$ cat config.mk
export PLATFORM = sky130hd
export DESIGN_NAME = branch_predictor
export DESIGN_NICKNAME = d
export VERILOG_FILES = /design/src/rtl/bp_pkg.sv /design/src/rtl/sat_counter2.sv /design/src/rtl/branch_predictor.sv
export SDC_FILE = /design/constraint.sdc
export NUM_CORES = 2
export LEC_CHECK = 0
export ABC_AREA = 1
export ABC_CLOCK_PERIOD_IN_PS = 4940
export CORE_MARGIN = 2
export CORE_UTILIZATION = 35
export CTS_CLUSTER_SIZE = 20
export DETAILED_ROUTE_END_ITERATION = 7
export MAX_ROUTING_LAYER = met4
export SLEW_MARGIN = 20
export SYNTH_ARGS = -nofsm -noshare
export SYNTH_HDL_FRONTEND = slang
export SYNTH_SLANG_ARGS = --single-unit
export TNS_END_PERCENT = 1
$ cat constraint.sdc
create_clock -name clk -period 4.94 [get_ports clk]
set_input_delay 0.988 -clock clk [delete_from_list [all_inputs] [get_ports clk]]
set_output_delay 0.988 -clock clk [all_outputs]
set_load 0.01 [all_outputs]
$ cat src/rtl/bp_pkg.sv
// Shared types for the branch predictor: 2-bit counter states and the BTB entry layout.
// Entry fields are sized for the widest supported XLEN; narrower tags are zero-extended.
package bp_pkg;

  localparam int BP_XLEN  = 32;
  localparam int BP_TAG_W = BP_XLEN - 2;

  typedef enum logic [1:0] {
    SNT = 2'b00,
    WNT = 2'b01,
    WT  = 2'b10,
    ST  = 2'b11
  } ctr_t;

  typedef struct packed {
    logic                valid;
    logic [BP_TAG_W-1:0] tag;
    logic [BP_XLEN-1:0]  target;
    ctr_t                ctr;
  } btb_entry_t;

  localparam ctr_t CTR_RESET = WNT;
  localparam ctr_t CTR_ALLOC = WT;

endpackage

$ cat src/rtl/sat_counter2.sv
// One step of a 2-bit saturating counter toward the resolved branch direction.
module sat_counter2
  import bp_pkg::*;
(
  input  ctr_t ctr_in,
  input  logic taken,
  output ctr_t ctr_out
);

  always_comb begin
    // NOTE: assign a default before any branching so no path leaves ctr_out unassigned (no latch).
    ctr_out = ctr_in;
    unique case (ctr_in)
      SNT: ctr_out = taken ? WNT : SNT;
      WNT: ctr_out = taken ? WT  : SNT;
      WT:  ctr_out = taken ? ST  : WNT;
      ST:  ctr_out = taken ? ST  : WT;
      default: ctr_out = ctr_in;
    endcase
  end

endmodule

$ cat src/rtl/branch_predictor.sv
// Direct-mapped BTB with 2-bit counters: 0-cycle fetch lookup, EX-stage update,
// mispredict/recovery generation and branch/mispredict performance counters.
module branch_predictor
  import bp_pkg::*;
#(
  parameter int IDX_BITS = 4,
  parameter int XLEN     = 32
) (
  input  logic            clk,
  input  logic            rst,
  input  logic [XLEN-1:0] pc_f,
  output logic            pred_taken_f,
  output logic [XLEN-1:0] pred_next_pc_f,
  input  logic            upd_valid,
  input  logic [XLEN-1:0] upd_pc,
  input  logic            upd_taken,
  input  logic [XLEN-1:0] upd_target,
  input  logic            upd_pred_taken,
  input  logic [XLEN-1:0] upd_pred_next_pc,
  output logic            mispredict,
  output logic [XLEN-1:0] recover_pc,
  output logic [31:0]     branch_count,
  output logic [31:0]     mispredict_count
);

  localparam int ENTRIES = 1 << IDX_BITS;

  btb_entry_t btb_q [ENTRIES];

  logic [IDX_BITS-1:0] idx_f, idx_u;
  logic [BP_TAG_W-1:0] tag_f, tag_u;
  btb_entry_t          ent_f, ent_u, upd_entry_d;
  logic                hit_f, hit_u, upd_we;
  ctr_t                ctr_step;
  logic [31:0]         branch_count_q, branch_count_d;
  logic [31:0]         mispredict_count_q, mispredict_count_d;

  // Fetch-side lookup reads the pre-update array, so a same-cycle update is not bypassed.
  assign idx_f = pc_f[IDX_BITS+1:2];
  assign tag_f = BP_TAG_W'(pc_f[XLEN-1:IDX_BITS+2]);
  assign ent_f = btb_q[idx_f];
  assign hit_f = ent_f.valid && (ent_f.tag == tag_f);

  assign pred_taken_f   = hit_f && (ent_f.ctr inside {WT, ST});
  assign pred_next_pc_f = pred_taken_f ? XLEN'(ent_f.target) : pc_f + XLEN'(4);

  assign mispredict = upd_valid &&
                      (upd_taken ? (upd_pred_next_pc != upd_target) : upd_pred_taken);
  assign recover_pc = upd_taken ? upd_target : upd_pc + XLEN'(4);

  assign idx_u = upd_pc[IDX_BITS+1:2];
  assign tag_u = BP_TAG_W'(upd_pc[XLEN-1:IDX_BITS+2]);
  assign ent_u = btb_q[idx_u];
  assign hit_u = ent_u.valid && (ent_u.tag == tag_u);

  sat_counter2 u_sat (
    .ctr_in  (ent_u.ctr),
    .taken   (upd_taken),
    .ctr_out (ctr_step)
  );

  always_comb begin
    upd_we      = 1'b0;
    upd_entry_d = ent_u;
    if (upd_valid) begin
      if (hit_u) begin
        upd_we          = 1'b1;
        upd_entry_d.ctr = ctr_step;
        if (upd_taken) upd_entry_d.target = BP_XLEN'(upd_target);
      end else if (upd_taken) begin
        // A taken miss claims the slot, evicting whatever alias lived there.
        upd_we      = 1'b1;
        upd_entry_d = '{valid: 1'b1, tag: tag_u, target: BP_XLEN'(upd_target), ctr: CTR_ALLOC};
      end
    end
  end

  assign branch_count_d     = branch_count_q + 32'(upd_valid);
  assign mispredict_count_d = mispredict_count_q + 32'(mispredict);

  always_ff @(posedge clk) begin
    if (!rst) begin
      // NOTE: the BTB is a flop array, not a RAM, so every entry can and must be cleared here.
      for (int i = 0; i < ENTRIES; i++) begin
        btb_q[i] <= '{valid: 1'b0, tag: '0, target: '0, ctr: CTR_RESET};
      end
      branch_count_q     <= '0;
      mispredict_count_q <= '0;
    end else begin
      // NOTE: sequential state uses non-blocking assignments so all flops sample pre-edge values.
      if (upd_we) btb_q[idx_u] <= upd_entry_d;
      branch_count_q     <= branch_count_d;
      mispredict_count_q <= mispredict_count_d;
    end
  end

  assign branch_count     = branch_count_q;
  assign mispredict_count = mispredict_count_q;

endmodule

==> metrics.txt <==
Max rail drop VDD 359 uV; number of CTS-inserted buffers 130; Crit. End Element output port; Warnings, synthesis 0; power per cell area 312 nW/um^2; Vias/cell 5.66; CTS tree built; Hold Fails Final Rpt 0; hold-critical path depth 2; H-tree Lvls 4; Skew-Pair Late Insertion Delay 810 ps; failing checks setup timing; Final setup viols 2; fin util 0.441; Post-synth EDFFs 1040; RSZ-0062 raised after global routing true; max-slew violations 0; die width 429 um; Worst-path clk slew 60 ps; register bit total from synthesis 1104; minimum clock period 5020 ps; final worst path period share 1.02; Post-Synth Adder-Cell Area 0.00178; r2r setup slk 1390 ps; die height 429 um; Slew @ Worst Pin 1070 ps; DRT iter0 DRCs 9205; pin count of the biggest net entering global routing 207; CP max FO 22; Post-Layout Cell Count 11200; starting density of the core 0.351; Critical Path Source Type input port; critical path required time 3950 ps; GRT Overall Usage 0.320; grt total ovfl 0; Setup WS pre-CTS -808 ps; HP Class flop to flop; most common cell after layout, fill and taps aside nor2_1; Placed Instances 10900; Synth async-reset ratio 0; first-pass GRT wire length 418000 um; post-synthesis cell count 8016; fmax 199 MHz; simple-gate portion of the synthesized area 0.240; layout cell share with drive strength beyond 1 0.131; Routed WL per cell 26.4 um; # IOs 263; Netlist cell types 53; PnR worst setup slack -83.9 ps; Hold Crit Start branch_count[7]$_SDFF_PN0_; multiplexer share of the synthesized area 0.000158; Die ar. 184000 um^2; vias in the first global route 59200; Worst Skew 39.1 ps; Clk Tree Root Cell clkbuf_16; main combinational cell family by area after synthesis simple AND/OR/NAND/NOR gates; final hold slack 490 ps; gpl congestion 1.01; clk buf depth 3; NumNets Final 8809; drt total wl 294000 um; Synth Cell Area 63300 um^2; sequential-to-total area share from yosys stat 0.514; Crit path arrival time 4040 ps; Hold EP branch_count[7]$_SDFF_PN0_; Reg2Reg Launch Point btb_q[7][45]$_SDFFCE_PN0P_; DR pass1 iterations 8; hpwl dp 199000 um; CTS Sinks 1104; # Max-Cap Violations 0; Routed Antenna Nets 0; XOR/XNOR Fraction of Synth Area 0.00997; outcome finished, violations left; PortBufs 262; initial antenna violation count 13; Pleak 32.7 nW; Setup CP Type input port to output port; hold buffer count at CTS 0; core footprint 180000 um^2; post-synthesis compound-gate area fraction 0.153; cells on worst reg2reg path 19; via count 63100; syn avg cell area 7.89 um^2; most frequent cells in the layout 1678 x nor2_1, 1447 x nand2_1, 1056 x o21ai_0; # rows 156; slew margin rel. 0.283; Worst R2R End btb_q[4][50]$_SDFFCE_PN0P_; top_reg_cell synth edfxtp_1; synthesis-to-finish area growth 25.7%; DRC viols 0
==> Yosys cell counts, types with 5 or more instances <==
cell / count / area (um^2)
a221oi_1: 7 / 61.3
a31oi_1: 13 / 81.3
dfxtp_1: 64 / 1280
nand2_2: 22 / 138
nand3_1: 387 / 1940
inv_1: 650 / 2440
or2_2: 8 / 50.1
ha_1: 9 / 113
nor2_1: 1697 / 6370
o211a_1: 5 / 50.1
buf_1: 42 / 158
o211ai_1: 106 / 796
buf_4: 29 / 218
buf_2: 224 / 1120
nand4_1: 73 / 457
o21a_1: 9 / 67.6
nor4_1: 19 / 119
xor2_1: 68 / 596
edfxtp_1: 1040 / 31200
o22ai_1: 63 / 394
o21ai_1: 52 / 260
clkbuf_1: 309 / 1160
o221ai_1: 14 / 123
o31ai_1: 7 / 52.6
o21ai_0: 1061 / 5310
nor3b_1: 7 / 52.6
a21oi_1: 455 / 2280
nand2_1: 1479 / 5550
nor3_1: 40 / 200
nand4_4: 10 / 213
==> metal layers <==
layer  wire length (um)  GRT usage  share of wire  vias up
li1                   -          -              -    28100
met1             109000      0.389           0.37    30000
met2             132000      0.487           0.45     4131
met3              31100     0.0611           0.11      930
met4              22800      0.210          0.077        0
met5                  0          -              0        -
==> layout make-up <==
class                   instances  area, um^2
diodes                          9        22.5
clock inverters                80         677
inverters                     656        2500
well taps                    2370        2970
repair buffers               1061       11100
clock buffers                 159        3490
multi-input cells            5714       26300
flip-flops and latches       1104       32500
fillers                     17500      101000
==> worst max-delay path, cell delays in order <==
cell	delay, ps
clkdlybuf4s50_1	410
buf_6	140
inv_4	100
buf_4	280
buf_4	190
buf_4	230
buf_4	520
nand3_1	160
buf_4	170
nand3_1	190
buf_4	200
nand2_1	80
nand2_1	70
dlygate4sd2_1	270
==> worst max path at each step <==
| stage | startpoint | to | slack, ps | cells after the start |
|---|---|---|---|---|
| after global placement | upd_target[5] | mispredict_count[22]$_SDFF_PN0_ | -870 | 23 |
| after CTS | upd_pc[5] | recover_pc[31] | -230 | 17 |
| after detailed placement | upd_target[5] | mispredict_count[22]$_SDFF_PN0_ | -810 | 23 |
| after global routing | pc_f[2] | pred_next_pc_f[13] | -90 | 21 |
| after floorplan | upd_pc[2] | btb_q[0][0]$_SDFFCE_PN1P_ | 20 | 19 |
| final | pc_f[5] | pred_next_pc_f[26] | -80 | 14 |
==> sequential cells by signal, summed over array words and instances, names as in the netlist <==
register,flops
btb_q,1040
branch_count,32
mispredict_count,32
==> through the flow <==
step | cell area, um^2 | power, mW | TNS (ps)
floorplan | 63500 | 12.9 | 0
global placement | 74800 | 15.1 | -266340
detailed placement | 74900 | 15.2 | -239880
CTS | 79300 | 24.7 | -760
global route | 79500 | 25.5 | -1330
finish | 79500 | 24.8 | -109
==> timing repair <==
action	in CTS	in global routing
pin swaps	13	15
hold endpoints to repair	0	0
gates resized for setup	129	54
setup endpoints to repair	47	46
buffers inserted	14	3
gates cloned	1	1
==> kinds of logic (layout without fill, tap and decap cells) <==
family                     count (synthesis)  in the layout
adders and majority gates                  9              9
xor gates and xnor gates                  72             72
other                                      1             73
DFF                                     1104           1104
buffers and inverters                   1261           1956
muxes                                      1              1
AOI/OAI and AO/OA                       1813           1813
and+or+nand+nor                         3755           3755
==> report_power, final <==
group / internal [mW] / leakage [nW] / total [mW] / switching (mW)
sequential: 10.6 / 11.2 / 10.7 / 0.158
clock: 5.47 / 2.03 / 9.64 / 4.17
combinational: 1.47 / 19.5 / 4.41 / 2.94
Power figures use the tool's default switching activity.
